File: src/rtl/serial_cmp_pkg.sv
// Shared types for the bit-serial magnitude comparator: FSM states and the
// running comparison decision.
package serial_cmp_pkg;

  typedef enum logic [0:0] {
    ST_IDLE = 1'b0,
    ST_RUN  = 1'b1
  } state_t;

  typedef enum logic [1:0] {
    DEC_EQ = 2'b00,
    DEC_LT = 2'b01,
    DEC_GT = 2'b10
  } dec_t;

endpackage

File: src/rtl/serial_cmp_core.sv
// Next-decision logic for one accepted bit pair of a serial compare.
module serial_cmp_core
  import serial_cmp_pkg::*;
(
  input  dec_t dec_i,
  input  logic a,
  input  logic b,
  input  logic is_sign_bit,
  input  logic signed_en,
  input  logic lsb_first,
  output dec_t dec_o
);

  dec_t raw;

  always_comb begin
    raw = a ? DEC_GT : DEC_LT;
    // A set sign bit means a negative operand, so the sense flips there
    if (signed_en && is_sign_bit) begin
      raw = a ? DEC_LT : DEC_GT;
    end
    dec_o = dec_i;
    // MSB-first keeps the first difference; LSB-first lets later (higher) bits win
    if ((a != b) && (lsb_first || (dec_i == DEC_EQ))) begin
      dec_o = raw;
    end
  end

endmodule

File: src/rtl/serial_comparator_n.sv
// Bit-serial comparator of two WIDTH-bit operands, signed or unsigned,
// MSB-first or LSB-first, with a registered lt/gt/eq result per frame.
module serial_comparator_n
  import serial_cmp_pkg::*;
#(
  parameter int WIDTH = 8
) (
  input  logic clk,
  input  logic reset,
  input  logic start,
  input  logic bit_valid,
  input  logic a,
  input  logic b,
  input  logic signed_en,
  input  logic lsb_first,
  output logic busy,
  output logic done,
  output logic lt,
  output logic gt,
  output logic eq
);

  localparam int CNT_W = $clog2(WIDTH + 1);
  localparam logic [CNT_W-1:0] LAST_IDX = CNT_W'(WIDTH - 1);

  state_t           state_q, state_d;
  logic [CNT_W-1:0] cnt_q, cnt_d;
  logic             signed_q, signed_d;
  logic             lsb_q, lsb_d;
  logic             done_q, done_d;
  dec_t             dec_q, dec_d;
  dec_t             res_q, res_d;
  dec_t             dec_next;
  logic             is_sign_bit;

  // The sign bit is the first bit seen MSB-first and the last one LSB-first
  always_comb begin
    is_sign_bit = lsb_q ? (cnt_q == LAST_IDX) : (cnt_q == '0);
  end

  serial_cmp_core u_core (
    .dec_i       (dec_q),
    .a           (a),
    .b           (b),
    .is_sign_bit (is_sign_bit),
    .signed_en   (signed_q),
    .lsb_first   (lsb_q),
    .dec_o       (dec_next)
  );

  always_comb begin
    state_d  = state_q;
    cnt_d    = cnt_q;
    signed_d = signed_q;
    lsb_d    = lsb_q;
    dec_d    = dec_q;
    res_d    = res_q;
    done_d   = 1'b0;
    case (state_q)
      ST_IDLE: begin
        if (start) begin
          state_d  = ST_RUN;
          cnt_d    = '0;
          signed_d = signed_en;
          lsb_d    = lsb_first;
          dec_d    = DEC_EQ;
        end
      end
      ST_RUN: begin
        if (bit_valid) begin
          dec_d = dec_next;
          cnt_d = cnt_q + 1'b1;
          if (cnt_q == LAST_IDX) begin
            state_d = ST_IDLE;
            done_d  = 1'b1;
            res_d   = dec_next;
          end
        end
      end
      default: state_d = ST_IDLE;
    endcase
  end

  always_ff @(posedge clk) begin
    if (reset) begin
      state_q  <= ST_IDLE;
      cnt_q    <= '0;
      signed_q <= 1'b0;
      lsb_q    <= 1'b0;
      done_q   <= 1'b0;
      dec_q    <= DEC_EQ;
      res_q    <= DEC_EQ;
    end else begin
      state_q  <= state_d;
      cnt_q    <= cnt_d;
      signed_q <= signed_d;
      lsb_q    <= lsb_d;
      done_q   <= done_d;
      dec_q    <= dec_d;
      res_q    <= res_d;
    end
  end

  always_comb begin
    busy = (state_q == ST_RUN);
    done = done_q;
    lt   = (res_q == DEC_LT);
    gt   = (res_q == DEC_GT);
    eq   = (res_q == DEC_EQ);
  end

endmodule

File: config.mk
export PLATFORM = sky130hd
export DESIGN_NAME = serial_comparator_n
export DESIGN_NICKNAME = d
export VERILOG_FILES = /design/src/rtl/serial_cmp_pkg.sv /design/src/rtl/serial_cmp_core.sv /design/src/rtl/serial_comparator_n.sv
export SDC_FILE = /design/constraint.sdc
export NUM_CORES = 1
export LEC_CHECK = 0
export CAP_MARGIN = 20
export CORE_MARGIN = 1
export CORE_UTILIZATION = 43
export DETAILED_ROUTE_END_ITERATION = 6
export PLACE_DENSITY_LB_ADDON = 0.15
export RECOVER_POWER = 25
export SYNTH_ARGS = -nofsm -noshare
export SYNTH_HDL_FRONTEND = slang
export SYNTH_SLANG_ARGS = --single-unit
File: constraint.sdc
create_clock -name clk -period 2.14 [get_ports clk]
set_input_delay 0.428 -clock clk [delete_from_list [all_inputs] [get_ports clk]]
set_output_delay 0.428 -clock clk [all_outputs]
set_load 0.03 [all_outputs]
* Word level (Yosys, flattened, before mapping) *
Cells that the tools add are included.

operators by class
  $add $sub $neg = 1
  equal/unequal tests = 6
  muxes and demuxes = 16
  bitwise logic cells = 2
  reductions and logical operators = 10

operators by type and width
  kind                 count
  $mux 2               6
  $mux 4               2
  $pmux 4 s2           1
  $mux 1               5
  $add 4x1->4 const B  1
  $eq 4x3->1 const B   1
  $logic_not 2->1      2
  $logic_not 4->1      1
  $ne 2x2->1 const B   2
  $pmux 2 s2           1
  $reduce_and 2->1     2
  $reduce_and 3->1     1
  $reduce_or 3->1      1
  $eq 2x1->1 const B   1
  $eq 2x2->1 const B   1
  $logic_and 1x1->1    2
  $not 1->1            2
  $pmux 1 s2           1
  $logic_or 1x1->1     1
  $ne 1x1->1           1

storage, ports and cells
  flip-flop bits (word level) = 12
  input port bits = 8
  output and inout port bits = 5
  word-level logic and storage cells = 42

* Logic depth before layout (Yosys ltp) *
Gate-level depths: netlist of the first run.

  depth in word-level cells = 7
  mapped depth = 6
  gate-level depth less buffers = 6

* Cells and area by module *
A second synthesis of the first run with hierarchy kept.

second synthesis, totals
  cell total of the unflattened synthesis = 70
  area, all modules = 593.1 um2

modules (own cells, without submodules)
  module               instances  cells an instance  area an instance (um2)
  serial_comparator_n  1          62                 534.3
  serial_cmp_core      1          8                  58.8

* Worst setup path after synthesis of the first run *
No wires, ideal clock.

  path type = flip-flop to flip-flop
  from = register cnt_q[0]
  to = register res_q[1]
  arrival = 1.593 ns
  required time = 2.039 ns
  slack = 0.446 ns
  cell stages (with the launch flop) = 7
  path buffers = 0
  clock period less this slack = 1.694 ns
  cell sequence = dfxtp_1 > inv_1 > ha_1 > or3b_4 > a211o_1 > mux2i_1 > o41ai_1

on the way
  word-level cells in the longest chain between the ends = 5
  elaborated cells on any way between the ends = 7
  those cells by class = eq/ne (1); mux (3); reduce/logical (3)

ends and longest elaborated chain
  item                                           line                                                  RTL
  start, declared                                serial_comparator_n.sv:27                             logic [CNT_W-1:0] cnt_q, cnt_d;
  start signal, assigned                         serial_comparator_n.sv:95                             cnt_q <= cnt_d;
  $eq 4x3->1 or $logic_not 4->1 (tied branches)  serial_comparator_n.sv:38, serial_comparator_n.sv:73
  $mux 1                                         serial_comparator_n.sv:38                             is_sign_bit = lsb_q ? (cnt_q == LAST_IDX) : (cnt_q == '0);
  $logic_and 1x1->1                              serial_cmp_core.sv:19                                 if (signed_en && is_sign_bit) begin
  $mux 2                                         serial_cmp_core.sv:19
  $mux 2                                         serial_cmp_core.sv:24                                 if ((a != b) && (lsb_first || (dec_i == DEC_EQ))) begin
  end signal, assigned                           serial_comparator_n.sv:100                            res_q <= res_d;
  end, declared                                  serial_comparator_n.sv:32                             dec_t res_q, res_d;

Parallel ways exist; a longest one is shown, timed or not.
A chain may end at the register's enable or synchronous reset.

* Worst setup path after layout of the first run *
  from = register res_q[1]
  to = output port gt

on the way
  word-level cells in the longest chain between the ends = 1

ends and longest elaborated chain
  item           line                        RTL
  $eq 2x2->1     serial_comparator_n.sv:108  gt = (res_q == DEC_GT);
  end, declared  serial_comparator_n.sv:19   output logic gt,

No other way between the ends.

==> impl_metrics.toml, run 1 <==
[clock_network]
cts_resized = 0
cts_max_level = 1
cts_setup_buffers = 0
clock_path_buffers = 2
cts_tree = "built"
worstSkewPairLatency_ps = 270
cts.sinks = 12
root_buffer = "clkbuf_4"
cts_buffers = 3
postCtsHoldBufs = 0
clkTransAtPathRegs_ps = 70

[setup_path]
startpoint_type = "flip-flop"
required_ps = 1710
cp.arrival_ps = 1460
cp.buffers_inverters = 1
endpoint_kind = "primary output"
crit_type = "flip-flop to primary output"
reg2reg_slack_ps = 260
crit_fanout = 4
crit_path_max_incr_delay_ps = 670
slowest_stage = "clkdlybuf4s50_1"
worstPathCellList = "nor2b_1 -> clkdlybuf4s50_1"
cp_top_family = "buffers and inverters"

[floorplan]
die-area_um2 = 1720
core_area_um2 = 1370
die_x_um = 41.5
fp-row-count = 13
start_util_pct = 49.0
die_y_um = 41.5
io_pins = 13

[power_and_ir_drop]
combPwrFrac_pct = 14.4
power.switching_uw = 108
p_int_uw = 325
power_density_nw_per_um2 = 519
vdd_drop_max_mv = 0.343
p_clk_share_pct = 31.1
leakage_nw = 0.336
power_frac_seq_pct = 54.4
swShare_pct = 24.9

[global_route]
antenna_found_initial = 0
grt_pass1_vias = 507
overflow = 0
grt_max_degree = 17
grt_pass1_wl_um = 2130
grtUsageTotal_pct = 15.9

[timing]
fmax_ghz = 0.530
drv_slew = 0
setup_viol = 0
relSlewSlack_pct = 68.1
hold_viol = 0
fin_skew_ps = 2.47
rsz0062_at_grt = "false"
post-route-min-period_ps = 1890
fin_crit_sh_pct = 88.1
setup-tns-final_ps = 0
tightest_slew_ps = 477

[finish]
num_antenna_cells = 0
final_common_cell = "dfxtp_1"
nNetsFinal = 104
finish.utilization_pct = 61.1
area_growth_syn_to_layout_pct = 24.7
drive_above_1_share_pct = 7.61
final_cell_mix = "dfxtp_1 (12), clkdlybuf4s50_1 (11), nor2_1 (9)"

[drt]
drtIter0Drc = 5
via_count = 592
wirelength_um = 1330
firstDrtPassIters = 4
wire_per_inst_um = 12.4
drc_errors = 0
vias_per_cell = 5.53
antenna_left = 0

[hold_path]
min_path_type = "flip-flop to flip-flop"

[yosys]
synthSimpleGateAreaFrac_pct = 34.4
synthCells = 77
synthAdderAreaFrac_pct = 3.74
synth_compound_area_share_pct = 17.4
syn-num-nets = 87
ys_types = 26
synth_top_family_by_area = "simple AND/OR/NAND/NOR gates"
muxShareOfSynthArea_pct = 4.49
postSynthAreaPerCell_um2 = 8.69
synth_top_cells_by_area = "dfxtp_1 (36%), nand4b_1 (5.2%), o41ai_1 (5.2%)"
synthXorXnorAreaFrac_pct = 1.31
yosysTopAreaCellShare_pct = 35.9
syn_area_um2 = 669
ys_ff_latch = 12
seq_area_frac_synth_pct = 35.9
ys_warn_count = 0
yosysTopAreaCell = "dfxtp_1"

[job]
maxCapViolCount = 0

[placement]
gp_congestion = 0.749
hpwl_um = 1020
port_buffers = 12

[outcome]
status = "finished clean"
-- power groups by stage --
stage	clock network [mW]	registers (mW)	logic [mW]
after floorplan	0	0.242	0.0362
after global placement	0	0.241	0.0624
after detailed placement	0	0.241	0.0630
after CTS	0.135	0.236	0.0634
after global routing	0.152	0.237	0.0687
final	0.135	0.236	0.0626
-- flip-flops by register name, summed over array words and instances (netlist names) --
register  count
cnt_q         4
busy          1
done          1
res_q         2
dec_q         2
signed_q      1
lsb_q         1
-- per-stage QoR --
step | power (mW) | hold WS (ps) | cell area [um2] | cells | setup WS (ps)
6_report | 0.433 | 495 | 835 | 107 | 254
5_1_grt | 0.458 | 533 | 835 | 107 | 180
3_5_place_dp | 0.304 | 486 | 812 | 104 | 128
2_1_floorplan | 0.278 | 449 | 669 | 77 | 446
3_3_place_gp | 0.303 | 460 | 812 | 104 | 171
4_1_cts | 0.434 | 495 | 835 | 107 | 247
-- cells in the mapped netlist, drive strengths merged --
cell type	number
nor3	2
inv	4
nand2b	4
and3b	2
or3b	1
o21ai	2
a211o	1
nand4	1
nand4b	4
nor2	9
clkbuf	1
nor2b	4
nand2	7
xor2	1
ha	2
o41ai	4
a21oi	4
mux2i	3
dfxtp	12
or2	1
a22oi	1
nand3b	3
and2	1
a211oi	1
a2111oi	1
nand3	1
-- worst paths after layout --
check | from | to | cells after the start
max reg2reg | cnt_q[0] | res_q[0] | 6
max | res_q[1] | gt | 2
min reg2reg | signed_q | signed_q | 2
min | signed_q | signed_q | 2
-- kinds of logic after synthesis --
group           Yosys count
xor+xnor                  1
compound gates           14
flops                    12
simple gates             40
mux                       3
fa+ha+maj                 2
buf+inv                   5
-- area by class of cell --
cell class | count | area, um2
fill | 130 | 532
inverter | 4 | 15.0
timing repair buffer | 13 | 128
clock buffer | 3 | 22.5
multi-input combinational | 60 | 410
tap | 15 | 18.8
sequential | 12 | 240
-- worst reg2reg max path: stages (launching register included) --
cell       delay (ps)
dfxtp_1           350
inv_1              70
ha_1              130
or3b_4            390
a2111oi_4         370
a211oi_1          120
o41ai_1           340
-- layer usage --
| layer | GRT usage [%] | part of all wire [%] |
|---|---|---|
| met5 | 0 | 0 |
| met4 | 7.74 | 2.2 |
| met3 | 2.61 | 4.1 |
| met2 | 24.1 | 44 |
| met1 | 21.7 | 49 |
(Power assumes the default switching activity.)
==> run 2, diff against run 1 <==
CORE_MARGIN = 2   (was 1)
==> run 2 against run 1 <==
Worst hold slack worse by 22 ps. Worst setup slack worse by 5.1 ps. Total power fell by 0.52%. Clock-buffer cell count unchanged. Core utilization is 4.7 points lower. First-iteration DRC count fell by 40%. Critical endpoint is now lt.
==> impl_metrics.toml, run 2 (synthesized netlist as in run 1, its figures left out) <==
[outcome]
status = "finished clean"

[finish]
drive_above_1_share_pct = 7.53
num_antenna_cells = 0
finish.utilization_pct = 56.4
final_cell_mix = "dfxtp_1 (12), clkdlybuf4s50_1 (11), nor2_1 (9)"
fin_area_um2 = 840
largest_reg_flops = 4
nNetsFinal = 105
largest_registers = "cnt_q (4), dec_q (2), res_q (2)"
final_common_cell = "dfxtp_1"
area_growth_syn_to_layout_pct = 25.4
layout.cells.non_filler = 109
largest_register = "cnt_q"

[drt]
vias_per_cell = 5.53
antenna_left = 0
via_count = 603
firstDrtPassIters = 4
wirelength_um = 1330
drtIter0Drc = 3
wire_per_inst_um = 12.2
drc_errors = 0

[global_route]
grt_pass1_wl_um = 2320
use_met2_pct = 24.8
grtUsageTotal_pct = 16.9
antenna_found_initial = 0
grtUsageMet1_pct = 22.9
overflow = 0
grt_max_degree = 17
busiest_layer = "met2"
grtUsageMet3_pct = 2.50
grt_pass1_vias = 524

[clock_network]
clock_path_buffers = 2
cts_max_level = 1
clkTransAtPathRegs_ps = 60
cts.sinks = 12
worstSkewPairLatency_ps = 260
postCtsHoldBufs = 0
cts_setup_buffers = 0
cts_tree = "built"
cts_resized = 0
cts_buffers = 3
root_buffer = "clkbuf_4"

[setup_path]
slowest_stage = "clkdlybuf4s50_1"
required_ps = 1710
cp_top_family = "buffers and inverters"
cp.buffers_inverters = 1
worstPathCellList = "nor2b_1 -> clkdlybuf4s50_1"
crit_type = "flip-flop to primary output"
reg2reg_slack_ps = 290
startpoint_type = "flip-flop"
endpoint_kind = "primary output"
cp.arrival_ps = 1460
crit_path_max_incr_delay_ps = 670
crit_fanout = 4

[power_and_ir_drop]
p_int_uw = 326
power_frac_seq_pct = 54.7
power_density_nw_per_um2 = 513
leakage_nw = 0.338
combPwrFrac_pct = 14.8
fin_total_pwr_uw = 431
p_clk_share_pct = 30.5
swShare_pct = 24.4
vdd_drop_max_mv = 0.320
power.switching_uw = 105

[floorplan]
die_x_um = 43.5
fp-row-count = 14
start_util_pct = 45.0
core_area_um2 = 1490
die_y_um = 43.5
die-area_um2 = 1890
io_pins = 13

[job]
maxCapViolCount = 0

[timing]
fin_crit_sh_pct = 88.4
rsz0062_at_grt = "false"
fin_skew_ps = 1.48
drv_slew = 0
fmax_ghz = 0.529
hold_viol = 0
hold-worst-slack_ps = 473
setup_viol = 0
relSlewSlack_pct = 64.4
post-route-min-period_ps = 1890
fin_ws_ps = 249
tightest_slew_ps = 533
setup-tns-final_ps = 0

[placement]
place_area_um2 = 821
dp.cells = 106
port_buffers = 12
dp_slack_ps = 231
hpwl_um = 1020
gp_congestion = 0.732

[hold_path]
min_path_type = "flip-flop to flip-flop"
==> run 2: power groups by stage <==
stage          Combinational (mW)  Sequential [mW]  Clock, mW
2_1_floorplan              0.0362            0.242          0
3_3_place_gp               0.0650            0.241          0
3_5_place_dp               0.0651            0.241          0
4_1_cts                    0.0655            0.236      0.139
5_1_grt                    0.0718            0.237      0.146
6_report                   0.0639            0.236      0.131
==> run 2: area by class of cell <==
class / count / area [um2]
Multi-Input combinational cell: 60 / 410
Timing Repair Buffer: 14 / 131
Sequential cell: 12 / 240
Tap cell: 16 / 20.0
Inverter: 4 / 15.0
Clock buffer: 3 / 22.5
Fill cell: 143 / 649
==> run 2: metal layers <==
metal  routed length, um  up-vias
li1                    -      317
met1                 705      267
met3                  61        4
met2                 538       15
met4                  21        0
met5                   0        -
==> run 2: worst paths after layout <==
path / start / endpoint / depth (start not counted)
max: res_q[0] / lt / 2
min: signed_q / signed_q / 2
max reg2reg: cnt_q[0] / res_q[0] / 6
min reg2reg: signed_q / signed_q / 2
==> run 2: worst reg2reg max path, delay by kind of cell (launching register included) <==
kind            cells  cell delay, ps
flops               1             350
buf+inv             1              70
compound gates      3             760
fa+ha+maj           1             140
simple gates        1             400
